<file path="config.mk">
export PLATFORM = sky130hd
export DESIGN_NAME = mag_search
export DESIGN_NICKNAME = d
export VERILOG_FILES = /design/src/rtl/mag_search.sv
export SDC_FILE = /design/constraint.sdc
export NUM_CORES = 1
export LEC_CHECK = 0
export CORE_MARGIN = 2
export CORE_UTILIZATION = 44
export DETAILED_ROUTE_END_ITERATION = 16
export PLACE_DENSITY_LB_ADDON = 0.05
export SYNTH_ARGS = -nofsm -noshare
export SYNTH_HDL_FRONTEND = slang
export SYNTH_SLANG_ARGS = --single-unit
</file>
<file path="constraint.sdc">
create_clock -name clk -period 1.7 [get_ports clk]
set_clock_uncertainty 0.05 [all_clocks]
set_input_delay 0.34 -clock clk [delete_from_list [all_inputs] [get_ports clk]]
set_output_delay 0.34 -clock clk [all_outputs]
set_load 0.05 [all_outputs]
</file>
<file path="src/rtl/mag_search.sv">
// Successive-approximation search that recovers a comparator's hidden `a` input.
// Optional probe-count output `steps` is enabled by MAG_SEARCH_STATS_EN.
module mag_search #(
  parameter int WIDTH = 8
) (
  input  logic             clk,
  input  logic             rst,
  input  logic             start,
  output logic [WIDTH-1:0] probe,
  input  logic             cmp_equal,
  input  logic             cmp_a_great,
  input  logic             cmp_b_great,
  output logic             busy,
  output logic             done,
  output logic             err,
`ifdef MAG_SEARCH_STATS_EN
  output logic [4:0]       steps,
`endif
  output logic [WIDTH-1:0] result
);

  localparam int BW = (WIDTH > 1) ? $clog2(WIDTH) : 1;
  localparam logic [BW-1:0] TOP = BW'(WIDTH - 1);
  localparam logic [WIDTH-1:0] MSB = {1'b1, {(WIDTH-1){1'b0}}};

  typedef enum logic {
    IDLE,
    SEARCH
  } state_t;

  state_t           state_q, state_d;
  logic [BW-1:0]    bit_q, bit_d, bm1;
  logic [WIDTH-1:0] probe_d, result_d, trial;
  logic             busy_d, done_d, err_d;
  logic [2:0]       flags;
  logic             onehot;
`ifdef MAG_SEARCH_STATS_EN
  logic [4:0]       cnt_q, cnt_d, steps_d;
`endif

  assign flags  = {cmp_equal, cmp_a_great, cmp_b_great};
  assign onehot = (flags == 3'b100) || (flags == 3'b010)
               || (flags == 3'b001);

  always_comb begin
    state_d  = state_q;
    bit_d    = bit_q;
    probe_d  = probe;
    result_d = result;
    busy_d   = busy;
    done_d   = 1'b0;
    err_d    = 1'b0;
    trial    = probe;
    bm1      = bit_q - 1'b1;
`ifdef MAG_SEARCH_STATS_EN
    cnt_d    = cnt_q;
    steps_d  = steps;
`endif
    unique case (state_q)
      IDLE: begin
        if (start) begin
          state_d = SEARCH;
          busy_d  = 1'b1;
          probe_d = MSB;
          bit_d   = TOP;
`ifdef MAG_SEARCH_STATS_EN
          cnt_d   = 5'd1;
`endif
        end
      end
      SEARCH: begin
        trial[bit_q] = cmp_a_great;
        if (!onehot) begin
          state_d = IDLE;
          busy_d  = 1'b0;
          err_d   = 1'b1;
          probe_d = '0;
          bit_d   = TOP;
        end else if (cmp_equal || bit_q == '0) begin
          // equal hits finish early; otherwise the last bit was just resolved
          state_d  = IDLE;
          busy_d   = 1'b0;
          done_d   = 1'b1;
          probe_d  = '0;
          bit_d    = TOP;
          result_d = cmp_equal ? probe : trial;
`ifdef MAG_SEARCH_STATS_EN
          steps_d  = cnt_q;
`endif
        end else begin
          trial[bm1] = 1'b1;
          probe_d    = trial;
          bit_d      = bm1;
`ifdef MAG_SEARCH_STATS_EN
          cnt_d      = cnt_q + 5'd1;
`endif
        end
      end
      default: state_d = IDLE;
    endcase
  end

  always_ff @(posedge clk) begin
    if (rst) begin
      state_q <= IDLE;
      bit_q   <= TOP;
      probe   <= '0;
      result  <= '0;
      busy    <= 1'b0;
      done    <= 1'b0;
      err     <= 1'b0;
`ifdef MAG_SEARCH_STATS_EN
      cnt_q   <= '0;
      steps   <= '0;
`endif
    end else begin
      state_q <= state_d;
      bit_q   <= bit_d;
      probe   <= probe_d;
      result  <= result_d;
      busy    <= busy_d;
      done    <= done_d;
      err     <= err_d;
`ifdef MAG_SEARCH_STATS_EN
      cnt_q   <= cnt_d;
      steps   <= steps_d;
`endif
    end
  end

endmodule
</file>
==> results of run 1 <==
==> tightest hold or removal path: cells and delay by family <==
family / cells / cell delay (ns)
simple gates: 1 / 0.12
buf+inv: 1 / 0.18
compound gates: 1 / 0.09
==> final cells by class <==
type / count / area share [%]
clock inverter: 1 / 0.288
multi-input combinational: 111 / 48.3
clock buffer: 3 / 1.30
timing repair buffer: 38 / 19.7
sequential: 23 / 26.9
tap: 33 / 2.38
inverter: 4 / 1.15
==> how the worst min path moves through the flow <==
stage	start	endpoint	slack, ns	cells after the start
finish	cmp_equal	err$_SDFF_PP0_	0.39	3
global route	cmp_equal	err$_SDFF_PP0_	0.41	3
CTS	busy$_SDFFE_PP0P_	busy$_SDFFE_PP0P_	0.45	2
detailed placement	busy$_SDFFE_PP0P_	busy$_SDFFE_PP0P_	0.43	2
global placement	busy$_SDFFE_PP0P_	busy$_SDFFE_PP0P_	0.42	2
floorplan	start	busy$_SDFFE_PP0P_	0.46	2
==> flip-flops by register name (all words and copies together), names as in the netlist <==
register	cells
err	1
busy	1
result	8
done	1
state_q	1
bit_q	3
probe	8
==> timing repair <==
action,4_1_cts,5_1_grt
resized for setup,0,7
endpoints found under the setup margin,0,12
setup buffers,0,0
==> placed cells by master (no fill, tap or decap), drive strengths merged <==
cell type / count
nor3: 9
mux2i: 7
o311ai: 2
inv: 4
nand2b: 6
nor3b: 2
nor2b: 3
nor4: 2
or2: 2
dlymetal6s2s: 1
a311oi: 3
clkbuf: 3
o211ai: 1
mux2: 4
buf: 33
or3: 1
a31oi: 4
a211oi: 5
a22o: 2
o31a: 2
nor2: 14
a21oi: 5
nand4bb: 1
a2111oi: 1
nand3b: 2
clkinv: 1
clkdlybuf4s50: 4
nand2: 11
o32ai: 2
and2: 1
dfxtp: 23
nand4: 2
nand3: 1
ha: 2
a21o: 1
o21ai: 11
xnor2: 2
==> through the flow <==
stage	std cells	area [um^2]	setup WS, ns
6_report	213	1740	0.0670
3_5_place_dp	209	1680	-0.222
5_1_grt	213	1740	0.00147
2_1_floorplan	150	1410	0.00135
4_1_cts	213	1710	0.0286
3_3_place_gp	209	1680	-0.208
==> cells by family (layout without fill, tap and decap cells) <==
kind of cell	Yosys count	in the layout	share of synthesized area (%)
AND/OR/NAND/NOR	57	57	25.0
AO/OA/AOI/OAI	39	39	21.1
flip-flops	23	23	33.9
buffers and inverters	16	46	7.83
multiplexers	11	11	8.48
adder cells (fa/ha/maj)	2	2	1.84
XOR/XNOR	2	2	1.84
==> power by group <==
part	switching [mW]	internal, mW	total [mW]
combinational	0.107	0.0684	0.175
clock	0.186	0.0884	0.275
sequential	0.00911	0.550	0.559
total	0.302	0.707	1.01
==> routing by layer <==
layer | share of wire, % | up-vias | routed length [um] | global-route usage, %
met4 | 1.5 | 0 | 46 | 6.67
met1 | 50 | 514 | 1550 | 25.9
met5 | 0 | - | 0 | 0
met3 | 3.0 | 5 | 93 | 2.62
met2 | 46 | 18 | 1420 | 29.7
li1 | - | 609 | - | -
==> reports/summary.txt, run 1 <==
Status = finished, final reports clean
Reg area = 467 um^2
IO Count = 25
Vias = 1146
Post-detail-place hpwl = 2280 um
Final hold violation count = 0
Buf+Inv Stages, Crit Path = 1
Syn avg cell area = 9.05 um^2
Max Fclk = 612 MHz
Reg2Reg Capture Point = bit_q[1]$_SDFFE_PP1P_
Diode count = 0
Largest area contributor in the netlist = dfxtp_1
Skew-Pair Late Insertion Delay = 0.33 ns
Finished Core Util = 57.8%
Top-count cell post-synth = dfxtp_1
Slowest-stage cell, CP = dfxtp_4
CTS max path bufs = 2
Gate Count Post-Synth = 150
Worst setup EP type = register
Total Die Area = 3550 um^2
Mapped Nets = 158
Worst reg-to-reg setup slack = 0.07 ns
Max FO, Critical Path = 4
CTS buffer count = 3
Max cap viols = 0
Yosys Warn Count = 0
Vias/cell = 5.38
DRC Markers = 0
GR Overflow Total = 0
Peak supply drop = 218 uV
Initial core utilization = 45.2%
Largest net degree at the start of global routing = 19
Final period utilization = 96.1%
Synthesis-to-layout area growth = 27.8%
Final-stage net count = 189
RSZ-0062 raised after global routing = no
RD Place Congestion = 0.791
CTS tree = built
Synth top area cells = dfxtp_1 (34%), mux2i_1 (5.2%), o21ai_0 (4.1%), nor2_1 (3.6%), nor3_1 (3.3%)
Critical path type = reg2reg
Leakage = 0.657 nW
Chip Height = 59.5 um
Floorplan core area = 3000 um^2
Critical path endpoint = bit_q[1]$_SDFFE_PP1P_
CTS H-Tree Depth = 1
Post-route setup TNS = 0 ns
Hold_buf cts = 0
CP top delay family = simple AND/OR/NAND/NOR gates
Initial DRC count = 40
Clock transition at path regs = 0.14 ns
Distinct cell type count of the synthesized netlist = 43
Reg-to-reg startpoint = bit_q[1]$_SDFFE_PP1P_
Async set-reset flop share out of synthesis = 0%
Synthesized cell area = 1360 um^2
Vias in the first global route = 1058
Arrival time worst endpoint = 1.81 ns
EDFF count, synth = 0
PortBufs = 24
Multi-input gate area = 838 um^2
Count of pins over their slew limit = 0
Register area share after synthesis = 33.9%
Largest stage delay on the critical path = 0.37 ns
Seq cells post-synth = 23
Width of the die = 59.5 um
First-pass GRT wire length = 4970 um
Post-synth top cells = dfxtp_1 (23), nor2_1 (13), nand2_1 (11), o21ai_0 (11), nor3_1 (9)
Pwr/cell area = 581 nW/um^2
Total chip power = 1.01 mW
First drt pass iteration count = 4
Cell count of the worst reg-to-reg path = 6
Core Rows = 20
Slew headroom = 76.0%
GRT Total Usage = 18.7%
CTS root buf = clkbuf_4
Crit path from = bit_q[1]$_SDFFE_PP1P_
Share of layout cells above drive strength 1 = 33.3%
Most used DFF post-synth = dfxtp_1
Required time of the critical path = 1.88 ns
Worst hold margin = 0.394 ns
Worst-Margin Slew = 0.360 ns
Clock sink total = 23
Hold Path Class = in2reg
Wirelength, routed = 3110 um
Antenna violations before repair = 0
ANT nets after route = 0
Endpoints failing setup = 0
Post-synth top area share = 33.9%
Worst-path cell chain = inv_1 -> ha_4 -> nor2b_4 -> nor4_4 -> a21oi_1 -> or2_2
Crit path time final = 1.63 ns
WP depth = 6
Post-DR wirelength/cell = 14.6 um
Crit path launch type = register
Filler Cell Count = 283
No activity file was read; power rests on OpenSTA's default activity.
==> run 2: changes to the inputs <==
CORE_UTILIZATION = 34   (was 44)
==> reports/summary.txt, run 2 (same netlist as run 1, synthesis figures left out) <==
Layout Cells excl Fill = 234 (+9.9%)
Post-DR wirelength/cell = 13.8 um (-5.7%)
Vias = 1181 (+3.1%)
IO Count = 25 (unchanged)
RSZ-0062 raised after global routing = no
Crit path time final = 1.60 ns (-0.0374 ns)
Peak supply drop = 213 uV (-2.4%)
Filler Cell Count = 376 (+33%)
Hold Path Class = reg2reg
Diode count = 0 (unchanged)
Reg2Reg Capture Point = probe[4]$_SDFFE_PP0P_
Floorplan core area = 3740 um^2 (+25%)
Endpoints failing setup = 0 (unchanged)
Placed Cells incl. Taps = 230 (+10%)
Share of layout cells above drive strength 1 = 35.5% (+2.2 points)
DP Worst Slack = -0.230 ns (-0.00848 ns)
Antenna violations before repair = 0 (unchanged)
Cell count of the worst reg-to-reg path = 6 (unchanged)
First drt pass iteration count = 4 (unchanged)
Worst-Margin Slew = 0.386 ns (+0.0261 ns)
Worst hold margin = 0.432 ns (+0.0380 ns)
Clock sink total = 23 (unchanged)
Skew-Pair Late Insertion Delay = 0.26 ns (-0.07 ns)
Chip Height = 67.2 um (+13%)
Worst-path cell chain = inv_6 -> buf_4 -> ha_1 -> xnor2_4 -> o311ai_1 -> a22o_1
Hold EP = busy$_SDFFE_PP0P_
Total chip power = 1.08 mW (+7.0%)
Most common cell after layout, fill and taps aside = buf_4
Synthesis-to-layout area growth = 34.7%
Total Die Area = 4510 um^2 (+27%)
Largest stage delay on the critical path = 0.38 ns (about the same)
Worst reg-to-reg setup slack = 0.10 ns (+0.04 ns)
Max FO, Critical Path = 8 (+4)
CTS buffer count = 3 (unchanged)
Post-CTS Setup Bufs = 0 (unchanged)
Wirelength, routed = 3230 um (+3.6%)
Vias in the first global route = 1095 (+3.5%)
Slew headroom = 73.6% (-2.3 points)
Final WS setup = 0.104 ns (+0.0374 ns)
Initial core utilization = 36.3% (-8.9 points)
Hold Startpoint = busy$_SDFFE_PP0P_
Arrival time worst endpoint = 1.70 ns (-0.11 ns)
PortBufs = 24 (unchanged)
CTS tree = built
Reg-to-reg startpoint = bit_q[0]$_SDFFE_PP1P_
Largest regs = probe: 8 flops, result: 8 flops, bit_q: 3 flops
ANT nets after route = 0 (unchanged)
WHS Path Cells = 2 (-1)
Leakage = 0.701 nW (+6.6%)
Max Fclk = 627 MHz (+2.3%)
DR WL met3 = 113 um (+22%)
RD Place Congestion = 0.769 (-2.8%)
Worst setup EP type = register
GR Overflow Total = 0 (unchanged)
Initial DRC count = 40 (unchanged)
Core Rows = 22 (+10%)
Final-stage net count = 195 (+3.2%)
CTS H-Tree Depth = 1 (unchanged)
Slowest-stage cell, CP = dfxtp_2
CTS max path bufs = 2 (unchanged)
DRC Markers = 0 (unchanged)
Count of pins over their slew limit = 0 (unchanged)
Required time of the critical path = 1.81 ns (-0.07 ns)
GRT Total Usage = 15.2% (-3.6 points)
Crit path launch type = register
Most frequent cells in the layout = buf_4 (35), dfxtp_1 (21), nor2_1 (13)
Critical path type = reg2reg
CTS root buf = clkbuf_8
Clock transition at path regs = 0.08 ns (-0.06 ns)
Post-detail-place hpwl = 2410 um (+5.5%)
Width of the die = 67.2 um (+13%)
First-pass GRT wire length = 5240 um (+5.3%)
Met2 WL = 1440 um (+1.2%)
Status = finished, final reports clean
Pwr/cell area = 590 nW/um^2 (+1.6%)
Vias/cell = 5.05 (-6.2%)
Largest net degree at the start of global routing = 19 (unchanged)
Met1 WL = 1650 um (+6.2%)
Crit path from = bit_q[0]$_SDFFE_PP1P_
Final period utilization = 93.9% (-2.2 points)
Max cap viols = 0 (unchanged)
Max Used Layer = met4
Final hold violation count = 0 (unchanged)
-- run 2: changes by cell type in the layout (fill, tap and decap cells not counted), moves of 2 or more --
cell      change
buf_4         +6
o311ai_0      -2
clkbuf_4      -3
o311ai_1      +2
clkbuf_8      +3
-- run 2: how the worst max path moves through the flow --
stage	end	cells past startpoint
5_1_grt	probe[2]$_SDFFE_PP0P_	5
2_1_floorplan	bit_q[0]$_SDFFE_PP1P_	8
6_report	probe[4]$_SDFFE_PP0P_	6
3_3_place_gp	result[2]$_SDFFE_PP0P_	6
4_1_cts	probe[4]$_SDFFE_PP0P_	6
3_5_place_dp	result[7]$_SDFFE_PP0P_	6
-- run 2: layout make-up --
class                           count  area (um^2)  area share (%)
Multi-Input combinational cell    111          838            45.9
Clock buffer                        3         41.3            2.26
Sequential cell                    23          465            25.5
Inverter                            4         20.0            1.10
Clock inverter                      1         5.00           0.274
Timing Repair Buffer               44          398            21.8
Tap cell                           48         60.1            3.29
-- run 2: per-layer routing --
layer / vias up / GRT usage (%)
met5: - / 0
met4: 0 / 4.59
met3: 2 / 2.33
met2: 17 / 24.5
met1: 544 / 20.9
li1: 618 / -
-- run 2: power by group --
group          switching [mW]  leakage, nW  internal (mW)
logic                   0.110        0.490         0.0759
clock network           0.173       0.0255          0.163
registers             0.00866        0.186          0.549
-- run 2: metrics by stage --
stage               cell area, um^2  util (%)  TNS (ns)
floorplan                      1410         -         0
global placement               1760      46.9     -3.31
detailed placement             1760      46.9     -3.75
CTS                            1810      48.4         0
global route                   1830      48.8         0
finish                         1830      48.8         0
-- run 2: what timing repair did --
| item | in CTS | in global routing |
|---|---|---|
| gates resized for setup | 1 | 7 |
| pin swaps | 0 | 2 |
| setup endpoints to repair | 2 | 12 |
| hold endpoints to repair | 0 | 0 |
| hold buffers | 0 | 0 |
-- run 2: worst max-delay path, delay by kind of cell, from the launching register on --
| kind | cells | cell delay [ns] |
|---|---|---|
| XOR/XNOR | 1 | 0.31 |
| flip-flops | 1 | 0.38 |
| adder cells (fa/ha/maj) | 1 | 0.27 |
| AO/OA/AOI/OAI | 2 | 0.32 |
| buffers and inverters | 2 | 0.17 |
==> run 3: changes to the inputs <==
CORE_MARGIN = default   (was 2)
==> reports/summary.txt, run 3 (same netlist as run 1, synthesis figures left out) <==
Hold Path Class = reg2reg
Worst-path cell chain = inv_6 -> ha_4 -> nor2b_4 -> nor4_4 -> buf_4 -> nand2b_4 -> o21ai_0
Max cap viols = 0 (unchanged)
RSZ-0062 raised after global routing = no
DP Worst Slack = -0.259 ns (-0.0290 ns)
Endpoints failing setup = 0 (unchanged)
First-pass GRT wire length = 5260 um (+0.52%)
Pint = 0.787 mW (-0.13%)
Post-DP Area = 1730 um^2 (-1.7%)
Sequential power share = 51.5% (-0.2 points)
Layout Cells excl Fill = 231 (-1.3%)
Multi-input gate area = 855 um^2 (+1.9%)
Count of pins over their slew limit = 0 (unchanged)
CTS H-Tree Depth = 1 (unchanged)
Antenna violations before repair = 0 (unchanged)
Largest regs = probe: 8 flops, result: 8 flops, bit_q: 3 flops
Required time of the critical path = 1.84 ns (+0.03 ns)
Wirelength, routed = 3150 um (-2.5%)
Post-detail-place hpwl = 2360 um (-2.1%)
Clock sink total = 23 (unchanged)
GR Overflow Total = 0 (unchanged)
Status = finished, final reports clean
Width of the die = 65.2 um (-3.0%)
Total Die Area = 4250 um^2 (-5.9%)
Pwr/cell area = 594 nW/um^2 (+0.56%)
First drt pass iteration count = 4 (unchanged)
Clk pwr share = 31.6% (+0.5 points)
Psw = 0.299 mW (+2.7%)
Final instance area = 1830 um^2 (about the same)
Critical path type = reg2reg
Initial core utilization = 36.3% (unchanged)
Crit path launch type = register
Worst-Margin Slew = 0.391 ns (+0.00473 ns)
Final period utilization = 92.9% (-0.94 points)
Chip Height = 65.2 um (-3.0%)
Reg area = 467 um^2 (+0.27%)
Leakage = 0.710 nW (+1.3%)
DRC Markers = 0 (unchanged)
Combinational group share of total power = 16.9% (-0.3 points)
ANT nets after route = 0 (unchanged)
CTS buffer count = 3 (unchanged)
Synthesis-to-layout area growth = 34.7% (about the same)
PortBufs = 24 (unchanged)
Crit path time final = 1.58 ns (-0.0160 ns)
Max FO, Critical Path = 6 (-2)
WHS Path Cells = 2 (unchanged)
IO Count = 25 (unchanged)
Hold Startpoint = busy$_SDFFE_PP0P_
Vias/cell = 5.00 (-1.0%)
Core Rows = 22 (unchanged)
Cell count of the worst reg-to-reg path = 7 (+1)
GRT Total Usage = 16.2% (+1.0 points)
Diode count = 0 (unchanged)
Finished Core Util = 48.9% (about the same)
Clock transition at path regs = 0.08 ns (about the same)
Most common cell after layout, fill and taps aside = buf_4
RD Place Congestion = 0.758 (-1.4%)
Arrival time worst endpoint = 1.72 ns (+0.02 ns)
CTS tree = built
Slowest-stage cell, CP = dfxtp_2
Placed Cells incl. Taps = 226 (-1.7%)
Share of layout cells above drive strength 1 = 35.5% (about the same)
Vias in the first global route = 1093 (-0.18%)
Sw frac = 27.5% (+0.55 points)
Skew-Pair Late Insertion Delay = 0.27 ns (about the same)
Most frequent cells in the layout = buf_4 (31), dfxtp_1 (20), nor2_1 (13)
Final hold violation count = 0 (unchanged)
Largest net degree at the start of global routing = 19 (unchanged)
Floorplan core area = 3740 um^2 (unchanged)
Final WS setup = 0.120 ns (+0.0160 ns)
Max Fclk = 633 MHz (+1.0%)
Crit path from = bit_q[0]$_SDFFE_PP1P_
Reg-to-reg startpoint = bit_q[0]$_SDFFE_PP1P_
CTS root buf = clkbuf_8
Filler Cell Count = 385 (+2.4%)
CTS max path bufs = 2 (unchanged)
Peak supply drop = 424 uV (+99%)
Worst setup EP type = register
Largest stage delay on the critical path = 0.39 ns (about the same)
Slew headroom = 73.8% (+0.22 points)
Final-stage net count = 192 (-1.5%)
Vias = 1154 (-2.3%)
Initial DRC count = 28 (-30%)
Hold_buf cts = 0 (unchanged)
Post-route setup TNS = 0 ns (unchanged)
Post-DR wirelength/cell = 13.6 um (-1.2%)
[run 3: metal layers]
| layer | wire length [um] | share of wire [%] | track usage [%] | vias to the layer above |
|---|---|---|---|---|
| met3 | 136 | 4.3 | 3.65 | 4 |
| met5 | 0 | 0 | 0 | - |
| met2 | 1450 | 46 | 24.9 | 26 |
| li1 | - | - | - | 610 |
| met1 | 1520 | 48 | 22.4 | 514 |
| met4 | 37 | 1.2 | 4.89 | 0 |
[run 3: final timing paths]
check / to / slack (ns)
max: probe[1]$_SDFFE_PP0P_ / 0.12
min: busy$_SDFFE_PP0P_ / 0.44
max reg2reg: probe[1]$_SDFFE_PP0P_ / 0.12
min reg2reg: busy$_SDFFE_PP0P_ / 0.44
[run 3: layout make-up]
| cell class | instances | share of cell area (%) |
|---|---|---|
| Clock buffer | 3 | 2.26 |
| Tap cell | 48 | 3.28 |
| Clock inverter | 1 | 0.274 |
| Timing Repair Buffer | 41 | 20.9 |
| Sequential cell | 23 | 25.5 |
| Inverter | 4 | 1.09 |
| Multi-Input combinational cell | 111 | 46.7 |
[run 3: critical path, delay by kind of cell, from the launching register on]
kind | cells | cell delay [ns]
and+or+nand+nor | 3 | 0.51
DFF | 1 | 0.39
buffers and inverters | 2 | 0.24
AOI/OAI and AO/OA | 1 | 0.17
adders and majority gates | 1 | 0.16
[run 3: through the flow]
stage          total power, mW  hold slack (ns)
2_1_floorplan            0.690            0.455
4_1_cts                   1.10            0.445
3_5_place_dp             0.748            0.433
3_3_place_gp             0.745            0.413
6_report                  1.09            0.442
5_1_grt                   1.14            0.480
[run 3: timing repair]
item                                    4_1_cts  5_1_grt
setup buffers                                 0        1
resized for setup                             0       11
hold endpoints to repair                      0        0
endpoints found under the setup margin        0       16
[run 3: power groups by stage]
stage,Clock (mW),Sequential (mW),Combinational [mW]
after floorplan,0,0.602,0.0877
after global placement,0,0.571,0.175
after detailed placement,0,0.571,0.176
after CTS,0.362,0.558,0.177
after global routing,0.384,0.561,0.197
final,0.343,0.559,0.184
